$ cat config.mk
export PLATFORM = sky130hd
export DESIGN_NAME = clint_axi_timer
export DESIGN_NICKNAME = d
export VERILOG_FILES = /design/src/rtl/clint_axi_timer.sv
export SDC_FILE = /design/constraint.sdc
export NUM_CORES = 1
export LEC_CHECK = 0
export CAP_MARGIN = 30
export CORE_MARGIN = 4
export CORE_UTILIZATION = 34
export DETAILED_ROUTE_END_ITERATION = 16
export HOLD_SLACK_MARGIN = 0.03
export PLACE_DENSITY = 0.65
export SYNTH_ARGS = -nofsm -noshare
export SYNTH_HDL_FRONTEND = slang
export SYNTH_SLANG_ARGS = --single-unit
$ cat constraint.sdc
create_clock -name clock -period 2.81 [get_ports clock]
set_clock_uncertainty 0.1 [all_clocks]
set_input_delay 0.562 -clock clock [delete_from_list [all_inputs] [get_ports clock]]
set_output_delay 0.562 -clock clock [all_outputs]
set_load 0.01 [all_outputs]
$ cat src/rtl/clint_axi_timer.sv
// RISC-V CLINT on an AXI4 slave port: prescaled 64-bit mtime, per-hart mtimecmp/msip,
// registered timer interrupts. Read and write channels run as independent FSMs.
module clint_axi_timer #(
  parameter logic [31:0] BASE_ADDR = 32'h0200_0000,
  parameter int          NUM_HARTS = 1,
  parameter int          TICK_DIV  = 1
) (
  input  logic                 clock,
  input  logic                 reset,
  input  logic [31:0]          araddr,
  input  logic                 arvalid,
  input  logic [3:0]           arid,
  input  logic [7:0]           arlen,
  input  logic [2:0]           arsize,
  input  logic [1:0]           arburst,
  output logic                 arready,
  output logic [31:0]          rdata,
  output logic [1:0]           rresp,
  output logic                 rvalid,
  output logic                 rlast,
  output logic [3:0]           rid,
  input  logic                 rready,
  input  logic [31:0]          awaddr,
  input  logic                 awvalid,
  input  logic [3:0]           awid,
  input  logic [7:0]           awlen,
  input  logic [2:0]           awsize,
  input  logic [1:0]           awburst,
  output logic                 awready,
  input  logic [31:0]          wdata,
  input  logic [3:0]           wstrb,
  input  logic                 wvalid,
  input  logic                 wlast,
  output logic                 wready,
  output logic [1:0]           bresp,
  output logic                 bvalid,
  output logic [3:0]           bid,
  input  logic                 bready,
  output logic [NUM_HARTS-1:0] mtip,
  output logic [NUM_HARTS-1:0] msip,
  output logic [2:0]           dbg_state
);

  // Handshakes: a transfer happens on a rising edge where valid and ready are both high;
  // valid never waits on ready, and the slave holds payload stable while valid is high.

  localparam int             PW       = (TICK_DIV > 1) ? $clog2(TICK_DIV) : 1;
  localparam logic [PW-1:0]  PRE_LAST = PW'(TICK_DIV - 1);

  typedef enum logic       {R_IDLE, R_DATA} r_state_t;
  typedef enum logic [1:0] {W_IDLE, W_DATA, W_RESP} w_state_t;

  r_state_t             r_state, r_next;
  w_state_t             w_state, w_next;
  logic [63:0]          mtime;
  logic [PW-1:0]        presc;
  logic                 tick;
  logic [63:0]          mtimecmp [NUM_HARTS];
  logic [NUM_HARTS-1:0] msip_q, mtip_q;
  logic [7:0]           r_len, r_beat, w_len, w_beat;
  logic [15:0]          w_off;
  logic                 w_ok, wr_fire, w_end;
  logic                 rd_hit;
  logic [31:0]          rd_val;
  logic                 unused_ok;

  assign unused_ok = ^{arsize, arburst, awsize, awburst};

  function automatic logic is_mapped(input logic [31:0] a);
    logic hit;
    hit = (a[15:0] == 16'hBFF8) || (a[15:0] == 16'hBFFC);
    for (int h = 0; h < NUM_HARTS; h++) begin
      hit = hit || (a[15:0] == 16'(4 * h)) || (a[15:0] == 16'(16'h4000 + 8 * h)) ||
            (a[15:0] == 16'(16'h4004 + 8 * h));
    end
    return hit && (a[31:16] == BASE_ADDR[31:16]);
  endfunction

  function automatic logic [31:0] merge(input logic [31:0] old, input logic [31:0] d,
                                        input logic [3:0] s);
    logic [31:0] res;
    for (int b = 0; b < 4; b++) res[8*b +: 8] = s[b] ? d[8*b +: 8] : old[8*b +: 8];
    return res;
  endfunction

  always_comb begin
    rd_hit = is_mapped(araddr);
    rd_val = '0;
    if (araddr[15:0] == 16'hBFF8) rd_val = mtime[31:0];
    if (araddr[15:0] == 16'hBFFC) rd_val = mtime[63:32];
    for (int h = 0; h < NUM_HARTS; h++) begin
      if (araddr[15:0] == 16'(4 * h))           rd_val = {31'b0, msip_q[h]};
      if (araddr[15:0] == 16'(16'h4000 + 8 * h)) rd_val = mtimecmp[h][31:0];
      if (araddr[15:0] == 16'(16'h4004 + 8 * h)) rd_val = mtimecmp[h][63:32];
    end
  end

  // Read FSM
  always_comb begin
    r_next  = r_state;
    arready = 1'b0;
    rvalid  = 1'b0;
    rlast   = 1'b0;
    case (r_state)
      R_IDLE: begin
        arready = 1'b1;
        if (arvalid) r_next = R_DATA;
      end
      R_DATA: begin
        rvalid = 1'b1;
        rlast  = (r_beat == r_len);
        if (rready && rlast) r_next = R_IDLE;
      end
      default: r_next = R_IDLE;
    endcase
  end

  always_ff @(posedge clock) begin
    if (reset) begin
      r_state <= R_IDLE;
      r_len   <= '0;
      r_beat  <= '0;
      rid     <= '0;
      rdata   <= '0;
      rresp   <= '0;
    end else begin
      r_state <= r_next;
      if (r_state == R_IDLE && arvalid) begin
        rid    <= arid;
        r_len  <= arlen;
        r_beat <= '0;
        rdata  <= rd_hit ? rd_val : 32'h0;
        rresp  <= (rd_hit && arlen == 8'd0) ? 2'b00 : 2'b10;
      end else if (r_state == R_DATA && rready) begin
        r_beat <= r_beat + 8'd1;
      end
    end
  end

  // Write FSM; every W beat is accepted, but only a mapped single-beat write commits.
  assign w_end   = wlast || (w_beat == w_len);
  assign wr_fire = (w_state == W_DATA) && wvalid && w_ok;

  always_comb begin
    w_next  = w_state;
    awready = 1'b0;
    wready  = 1'b0;
    bvalid  = 1'b0;
    case (w_state)
      W_IDLE: begin
        awready = 1'b1;
        if (awvalid) w_next = W_DATA;
      end
      W_DATA: begin
        wready = 1'b1;
        if (wvalid && w_end) w_next = W_RESP;
      end
      W_RESP: begin
        bvalid = 1'b1;
        if (bready) w_next = W_IDLE;
      end
      default: w_next = W_IDLE;
    endcase
  end

  always_ff @(posedge clock) begin
    if (reset) begin
      w_state <= W_IDLE;
      w_off   <= '0;
      w_len   <= '0;
      w_beat  <= '0;
      w_ok    <= 1'b0;
      bid     <= '0;
      bresp   <= '0;
    end else begin
      w_state <= w_next;
      if (w_state == W_IDLE && awvalid) begin
        bid    <= awid;
        w_off  <= awaddr[15:0];
        w_len  <= awlen;
        w_beat <= '0;
        w_ok   <= is_mapped(awaddr) && (awlen == 8'd0);
      end else if (w_state == W_DATA && wvalid) begin
        w_beat <= w_beat + 8'd1;
        if (w_end) bresp <= (w_ok && wlast && w_beat == w_len) ? 2'b00 : 2'b10;
      end
    end
  end

  // Timer state; a write to either mtime half wins over that cycle's increment.
  assign tick = (presc == PRE_LAST);

  always_ff @(posedge clock) begin
    if (reset) begin
      presc  <= '0;
      mtime  <= '0;
      msip_q <= '0;
      mtip_q <= '0;
      for (int h = 0; h < NUM_HARTS; h++) mtimecmp[h] <= '1;
    end else begin
      presc <= tick ? '0 : presc + 1'b1;
      if (wr_fire && w_off == 16'hBFF8)
        mtime <= {mtime[63:32], merge(mtime[31:0], wdata, wstrb)};
      else if (wr_fire && w_off == 16'hBFFC)
        mtime <= {merge(mtime[63:32], wdata, wstrb), mtime[31:0]};
      else if (tick)
        mtime <= mtime + 64'd1;
      for (int h = 0; h < NUM_HARTS; h++) begin
        if (wr_fire && w_off == 16'(4 * h) && wstrb[0]) msip_q[h] <= wdata[0];
        if (wr_fire && w_off == 16'(16'h4000 + 8 * h))
          mtimecmp[h][31:0] <= merge(mtimecmp[h][31:0], wdata, wstrb);
        if (wr_fire && w_off == 16'(16'h4004 + 8 * h))
          mtimecmp[h][63:32] <= merge(mtimecmp[h][63:32], wdata, wstrb);
        mtip_q[h] <= (mtime >= mtimecmp[h]);
      end
    end
  end

  assign mtip      = mtip_q;
  assign msip      = msip_q;
  assign dbg_state = {r_state, w_state};

endmodule

# --- Word-level counts from Yosys, hierarchy flattened ---
# Memories as Yosys holds them, arrays and structs flattened.
# Index checks and enable logic that the tools add are counted.
totals:
  regBits: 163
  ramBits: 64
  n_memories: 1
  elab_cells: 163
op_classes:
  muxes: 48
  n_lt_le_gt_ge: 1
  n_eq_ne: 32
  n_reduce_logical: 49
  bitwise: 4
  n_addsub: 4
memory_table:
  columns: ["memory", "depth", "width", "read_ports", "rd_ports_with_merged_regs", "wr", "line", "rtl"]
  rows:
  - ["mtimecmp", 1, 64, 1, 0, 1, "58", "logic [63:0] mtimecmp [NUM_HARTS];"]
ops:
  columns: ["cell", "n"]
  rows:
  - ["2-to-1 mux 64 bit", 4]
  - ["2-to-1 mux 32 bit", 7]
  - ["OR reduction 64 bit", 2]
  - ["equality test 16 x 15 -> 1 bit (second input constant)", 6]
  - ["equality test 16 bit (second input constant)", 6]
  - ["2-to-1 mux 8 bit", 12]
  - ["adder 64 x 1 -> 64 bit (second input constant)", 1]
  - [">= comparator 64 bit", 1]
  - ["zero test 16 bit", 3]
  - ["equality test 16 x 10 -> 1 bit (second input constant)", 2]
  - ["AND reduction 3 bit", 10]
  - ["!= test 2 bit (second input constant)", 11]
  - ["logical AND 1 bit", 19]
  - ["adder 8 x 1 -> 8 bit (second input constant)", 2]
  - ["equality test 8 bit", 2]
  - ["zero test 8 bit", 2]
  - ["2-to-1 mux 1 bit", 16]
  - ["2-to-1 mux 2 bit", 7]
  - ["logical OR 1 bit", 9]
  - ["!= test 2 x 1 -> 1 bit (second input constant)", 3]
  - ["case mux 2 bit (3 select lines)", 1]
  - ["OR reduction 2 bit", 3]
  - ["inverter 1 bit", 4]
  - ["equality test 2 x 1 -> 1 bit (second input constant)", 1]
  - ["4 further kinds", 4]

# --- Depth between registers and ports, before layout ---
# Gate-level depths: netlist of run 1.
depth:
  depth_word: 10
  depth_mapped: 10
  depth_no_buf: 8

# --- Worst setup path after synthesis of run 1 ---
# Ideal clock, no wire load.
synth_path:
  path_kind: "register to register"
  start: "register w_state[0]"
  end: "memory mtimecmp[0][35] (data pin)"
  slack_ns: 0.327
  n_path_buf: 5
  t_arrival_ns: 2.124
  stages_incl_launch_ff: 11
  path_cell_list: "dfxtp_1 nor2b_1 clkbuf_1 and4_1 clkbuf_1 buf_2 nand4_1 nor2_1 buf_2 buf_2 nand2_1"
synth_via:
  elab_chain_cells: 9
synth_rtl:
  columns: ["element", "line", "rtl"]
  rows:
  - ["from (decl)", "54", "w_state_t w_state, w_next;"]
  - ["from (signal assigned)", "176", "w_state <= w_next;"]
  - ["equality test 2 x 1 -> 1 bit", "142", "assign wr_fire = (w_state == W_DATA) && wvalid && w_ok;"]
  - ["logical AND 1 bit (2 in series)", "142", null]
  - ["logical AND 1 bit", "212", "if (wr_fire && w_off == 16'(16'h4004 + 8 * h))"]
  - ["2-to-1 mux 1 bit", "212", null]
  - ["2-to-1 mux 1 bit", "194", "if (reset) begin"]
  - ["2-to-1 mux 1 bit (implied by the code)", "213", "mtimecmp[h][63:32] <= merge(mtimecmp[h][63:32], wdata, wstrb);"]
  - ["OR reduction 64 bit (no source line)", null, null]
  - ["2-to-1 mux 64 bit (no source line)", null, null]
  - ["to (decl)", "58", null]
# No other way between the ends. The select of a mux whose other input is x is not followed.

# --- Worst setup path after layout of run 1 ---
layout_path:
  start: "register mtime[37]"
  end: "register mtime[62]"
layout_via:
  elab_chain_cells: 3
layout_rtl:
  columns: ["element", "line", "rtl"]
  rows:
  - ["from (decl)", "55", "logic [63:0] mtime;"]
  - ["from (signal assigned)", "203", "mtime <= {mtime[63:32], merge(mtime[31:0], wdata, wstrb)};"]
  - ["from (signal assigned)", "205", "mtime <= {merge(mtime[63:32], wdata, wstrb), mtime[31:0]};"]
  - ["from (signal assigned)", "207", "mtime <= mtime + 64'd1;"]
  - ["adder 64 x 1 -> 64 bit", "207", null]
  - ["2-to-1 mux 64 bit", "206", "else if (tick)"]
  - ["2-to-1 mux 64 bit", "204", "else if (wr_fire && w_off == 16'hBFFC)"]
# No other way between the ends. The select of a mux whose other input is x is not followed.
# A chain may end at the register's enable or synchronous reset.

==> results of run 1 <==
-- state kept, by name, indices dropped and copies added (netlist names) --
name      count
r_state       1
rid           4
w_ok          1
rresp         1
w_beat        8
r_len         8
w_off        16
mtip          1
bresp         1
w_len         8
msip          1
w_state       2
mtimecmp     64
rdata        32
presc         1
bid           4
r_beat        8
mtime        64
-- kinds of logic (layout without fill, tap and decap cells) --
kind of cell             count (synthesis)  count (layout)  share of synthesized area
AND/OR/NAND/NOR                        603             603                      0.225
AO/OA/AOI/OAI                          425             425                      0.199
adder cells (fa/ha/maj)                 67              67                     0.0626
flip-flops                             225             225                      0.384
other                                    1               3                   0.000280
multiplexers                            70              70                     0.0523
buffers and inverters                  187             485                     0.0593
XOR/XNOR                                26              26                     0.0170
-- Yosys cell counts (5+ instances only) --
| cell type | number | area, µm² |
|---|---|---|
| nand2_1 | 271 | 1020 |
| dfxtp_1 | 161 | 3220 |
| a21oi_1 | 139 | 696 |
| o21ai_0 | 88 | 440 |
| inv_1 | 87 | 327 |
| clkbuf_1 | 73 | 274 |
| mux2i_1 | 70 | 701 |
| ha_1 | 67 | 838 |
| nor2_1 | 66 | 248 |
| edfxtp_1 | 64 | 1920 |
| nand4_1 | 50 | 313 |
| nand3_1 | 41 | 205 |
| nor4_1 | 34 | 213 |
| o22ai_1 | 34 | 213 |
| a22o_1 | 32 | 280 |
| a211oi_1 | 28 | 210 |
| nor3_1 | 24 | 120 |
| a21o_1 | 21 | 158 |
| a31oi_1 | 19 | 119 |
| or3_1 | 19 | 119 |
| and3_1 | 16 | 100 |
| xor2_1 | 16 | 140 |
| o31ai_1 | 14 | 105 |
| and4_1 | 13 | 114 |
| or4_1 | 13 | 97.6 |
| buf_2 | 12 | 60.1 |
| and2_1 | 11 | 68.8 |
| nor2b_1 | 11 | 68.8 |
| xnor2_1 | 10 | 87.6 |
| buf_1 | 6 | 22.5 |
| o221ai_1 | 6 | 52.6 |
| o21a_1 | 5 | 37.5 |
-- worst paths after layout --
kind	start	end	slack, ns
max	mtime[37]	mtime[62]	0.10
min	araddr[2]	rdata[0]	0.34
max reg2reg	mtime[37]	mtime[62]	0.10
min reg2reg	bid[3]	bid[3]	0.36
-- area by class of cell --
class | count | area [µm²]
fillers | 3712 | 20800
multi-input cells | 1194 | 7500
flip-flops and latches | 225 | 5150
repair buffers | 345 | 3300
clock buffers | 43 | 923
well taps | 518 | 648
inverters | 88 | 330
clock inverters | 9 | 161
-- power by group through the flow --
stage               logic (W)  registers, W  clock network, W
global placement     0.000807       0.00349                 0
CTS                  0.000823       0.00343           0.00421
floorplan            0.000346       0.00349                 0
detailed placement   0.000819       0.00350                 0
global route         0.000885       0.00343           0.00433
finish               0.000823       0.00343           0.00415
-- metal layers --
metal / vias up / track usage / share of wire
met5: - / 0 / 0.00054
met4: 4 / 0.0770 / 0.039
met3: 113 / 0.0369 / 0.075
met2: 598 / 0.367 / 0.47
met1: 6474 / 0.275 / 0.41
li1: 6465 / - / -
-- stage by stage --
step                      instances   util  total power [W]  setup TNS, ns
after global routing           2422  0.464          0.00865              0
after CTS                      2422  0.463          0.00846              0
after floorplan                1606      -          0.00384              0
final                          2422  0.464          0.00840              0
after detailed placement       2370  0.435          0.00431          -6.61
after global placement         2370  0.435          0.00430          -6.24
-- critical path, delay by kind of cell, from the launching register on --
kind	cells	cell delay [ns]
and+or+nand+nor	5	1.83
DFF	1	0.41
buffers and inverters	1	0.19
AOI/OAI and AO/OA	1	0.09
-- repair_timing --
item / in CTS / in global routing
hold buffers: 0 / 0
resized for setup: 1 / 4
endpoints found under the setup margin: 1 / 4
hold endpoints to repair: 0 / 0
pin swaps: 0 / 2
==> flow_summary.yaml, run 1 <==
timing:
  max-slew-margin-rel: 0.507
  setup_viol: 0
  worstMarginPinSlew_ns: 0.740
  finalCritPeriodShare: 0.963
  report.final.slew_viol_count: 0
  holdWs_ns: 0.340
  worst_slack_ns: 0.105
  max_freq_mhz: 370
  min_period_ns: 2.71
  rsz0062_at_grt: "false"
  final_hold_viol_count: 0
final_layout:
  fin_area_um2: 18000
  area_growth_pct: 34.5
  antenna_cells: 0
  layout_common_cells: "nand2_1, clkdlybuf4s50_1, dfxtp_1, buf_4, a21oi_1"
  layout_commonest_cell: "nand2_1"
  nNetsFinal: 2091
  layout-drive-gt1-share: 0.127
placed_design:
  postPlaceCellArea_um2: 16900
  gp_congestion: 0.956
  place_ws_ns: -0.241
  portBuffers: 184
  hpwl_mm: 35.3
worst_setup_path:
  worstPathArrival_ns: 3.09
  critical_path_class: "reg2reg"
  crit_path_top_delay_cell: "or4_1"
  worst_r2r_path_depth: 7
  critPathMaxStageDelay_ns: 0.59
  required_ns: 3.20
  crit_path_end_kind: "flop"
  cp_max_fo: 7
  path_cells: "buf_4 > nand3_1 > nor4_1 > nand4_1 > or4_1 > or4_1 > o211ai_1"
  cp-start-kind: "flop"
  crit_top_cell: "or4_1"
yosys:
  synth.distinct_cells: 80
  async_flop_share: 0
  ys.flop_type: "dfxtp_1"
  synth_seq_cells: 225
  synth_edf_count: 64
  syn_area_um2: 13400
  ys_warn_count: 0
  synthCells: 1604
  synth_sequential_area_ratio: 0.384
  avgSynthCellArea_um2: 8.35
routing:
  avgViaCountPerCell: 5.64
  drcViolationCount: 0
  via_count: 13700
  initialDrtViolationCount: 1181
  routed_wl_mm: 47.7
  drt_first_pass_iters: 5
  wl_per_cell_um: 19.7
  ant_nets: 0
hold_path:
  hold_depth: 4
  hold_path_class: "in2reg"
global_routing:
  grt_max_degree: 93
  grt_util_all_layers: 0.216
  antenna_found_initial: 2
  grt_pass1_wl_mm: 73.2
  grt_overflow: 0
  grt_pass1_vias: 13200
power_and_ir_drop:
  p_int_w: 0.00640
  powerDensity_nw_per_um2: 466
  power.share.combinational: 0.098
  p_sw_frac: 0.237
  pwr-share-seq: 0.408
  p_leak_nw: 7.34
  p_sw_w: 0.00199
  ir_drop_v: 0.000425
  clkPwrFrac: 0.494
clocking:
  htree_levels: 1
  cts_setup_buffers: 0
  clkTransAtPathRegs_ns: 0.06
  cts_buffers: 28
  cts.sinks: 225
  clk-insertion-delay-late_ns: 0.56
  root_buffer: "clkbuf_16"
  cts_tree: "yes"
  clk_path_buf_depth: 3
run_status:
  outcome: "completed"
floorplan:
  start_util: 0.345
  core_area_um2: 38800
  ios: 197
  dieArea_um2: 42600
  die_w_um: 206
  num_rows: 72
  die_h_um: 206
run:
  cap_violations: 0
No activity file was read; power rests on OpenSTA's default activity.
==> run 2: changes to the inputs <==
- GPL_ROUTABILITY_DRIVEN: unset -> 0
- PLACE_DENSITY: 0.65 -> 0.61
==> flow_summary.yaml, run 2 (synthesized netlist as in run 1, its figures left out) <==
hold_path:
  hold_depth: 2
  whs_endpoint: "mtime[63]"
  min_from: "reset"
  hold_path_class: "in2reg"
power_and_ir_drop:
  ir_drop_v: 0.000424
  powerDensity_nw_per_um2: 450
  p_leak_nw: 7.33
timing:
  finalCritPeriodShare: 0.971
  worstMarginPinSlew_ns: 0.699
  max_freq_mhz: 367
  worst_slack_ns: 0.0818
  holdWs_ns: 0.342
  report.final.slew_viol_count: 0
  setup_viol: 0
  min_period_ns: 2.73
  rsz0062_at_grt: "false"
  final_hold_viol_count: 0
  tns_ns: 0
  max-slew-margin-rel: 0.534
global_routing:
  grt_util_all_layers: 0.216
  grt_overflow: 0
  grt_pass1_wl_mm: 73.2
  antenna_found_initial: 3
  grt_max_degree: 52
  grt_pass1_vias: 13200
final_layout:
  nNetsFinal: 2101
  largest_registers: "mtime: 64 flops, mtimecmp: 64 flops, rdata: 32 flops"
  fillers: 3772
  layout_common_cells: "nand2_1, clkdlybuf4s50_1, dfxtp_1, buf_4, a21oi_1"
  layout-drive-gt1-share: 0.133
  area_growth_pct: 34.2
  layout_commonest_cell: "nand2_1"
  antenna_cells: 0
clocking:
  root_buffer: "clkbuf_16"
  cts_hold_buf: 0
  cts_tree: "yes"
  cts.sinks: 225
  clkTransAtPathRegs_ns: 0.06
  cts_buffers: 27
  clk-insertion-delay-late_ns: 0.55
  htree_levels: 1
  clk_path_buf_depth: 3
floorplan:
  die_h_um: 206
  dieArea_um2: 42600
  ios: 197
  core_area_um2: 38800
  start_util: 0.345
  die_w_um: 206
  num_rows: 72
routing:
  via_count: 13600
  initialDrtViolationCount: 1096
  wl_per_cell_um: 19.8
  ant_nets: 0
  drt_first_pass_iters: 5
  avgViaCountPerCell: 5.59
  drcViolationCount: 0
  routed_wl_mm: 48.0
worst_setup_path:
  crit_path_end_kind: "flop"
  r2r-end: "mtime[62]"
  rrSetupSlack_ns: 0.08
  cp_max_fo: 3
  crit_path_top_delay_cell: "or4_1"
  worstPathArrival_ns: 3.11
  cp-start-kind: "flop"
  critPathMaxStageDelay_ns: 0.62
  worst_r2r_path_depth: 8
  worst_r2r_startpoint: "mtime[28]"
  required_ns: 3.19
  critical_path_class: "reg2reg"
  cp.buffers_inverters: 2
  cp_top_family: "simple AND/OR/NAND/NOR gates"
  path_cells: "buf_4 > nand4_1 > nor4_2 > buf_4 > nand4_1 > or4_1 > or4_1 > o211ai_1"
run:
  cap_violations: 0
placed_design:
  place_ws_ns: -0.221
  hpwl_mm: 35.9
  portBuffers: 184
run_status:
  outcome: "completed"
==> run 2: cell types whose count changed in the layout (fill, tap and decap cells not counted), sizes merged <==
cell and change:
clkbuf -10, clkinv -2, inv +4, buf +11
clkinvlp +5
==> run 2: layout make-up <==
cell class,instances,area [µm²],share of cell area
Inverter,88,330,0.0184
Sequential cell,225,5150,0.287
Clock buffer,33,769,0.0428
Tap cell,518,648,0.0361
Multi-Input combinational cell,1194,7520,0.418
Timing Repair Buffer,356,3350,0.187
Clock inverter,16,200,0.0111
==> run 2: worst max path at each step <==
| stage | from | to | slack (ns) | cells after the start |
|---|---|---|---|---|
| after floorplan | w_state[0] | mtimecmp[0][35] | 0.33 | 10 |
| after global placement | araddr[14] | rdata[0] | -0.18 | 9 |
| after detailed placement | araddr[4] | rdata[0] | -0.22 | 10 |
| after CTS | mtime[0] | mtime[62] | 0.008 | 9 |
| after global routing | r_beat[0] | rlast | 0.02 | 4 |
| final | mtime[28] | mtime[62] | 0.08 | 8 |
==> run 2: where the power goes <==
group	switching [W]	total (W)	internal (W)
Sequential	0.0000401	0.00342	0.00338
Clock	0.00151	0.00383	0.00232
Combinational	0.000442	0.000832	0.000389
Total	0.00199	0.00809	0.00609
==> run 2: routing by layer <==
metal,vias up,wire [µm],global-route usage
met5,-,23,0
met4,4,1530,0.0687
met3,95,3730,0.0403
met2,583,22300,0.357
met1,6402,20400,0.287
li1,6488,-,-
==> run 2: repair_timing <==
item / in CTS / in global routing
resized for setup: 2 / 7
setup endpoints to repair: 3 / 5
buffers inserted: 0 / 1
pin swaps: 1 / 1
==> run 2: stage by stage <==
step / area (µm²) / total power (W) / cells / util
floorplan: 13400 / 0.00384 / 1606 / -
detailed placement: 16900 / 0.00432 / 2380 / 0.436
global placement: 16900 / 0.00431 / 2380 / 0.436
global route: 18000 / 0.00833 / 2430 / 0.463
finish: 18000 / 0.00809 / 2430 / 0.463
CTS: 17900 / 0.00814 / 2429 / 0.462
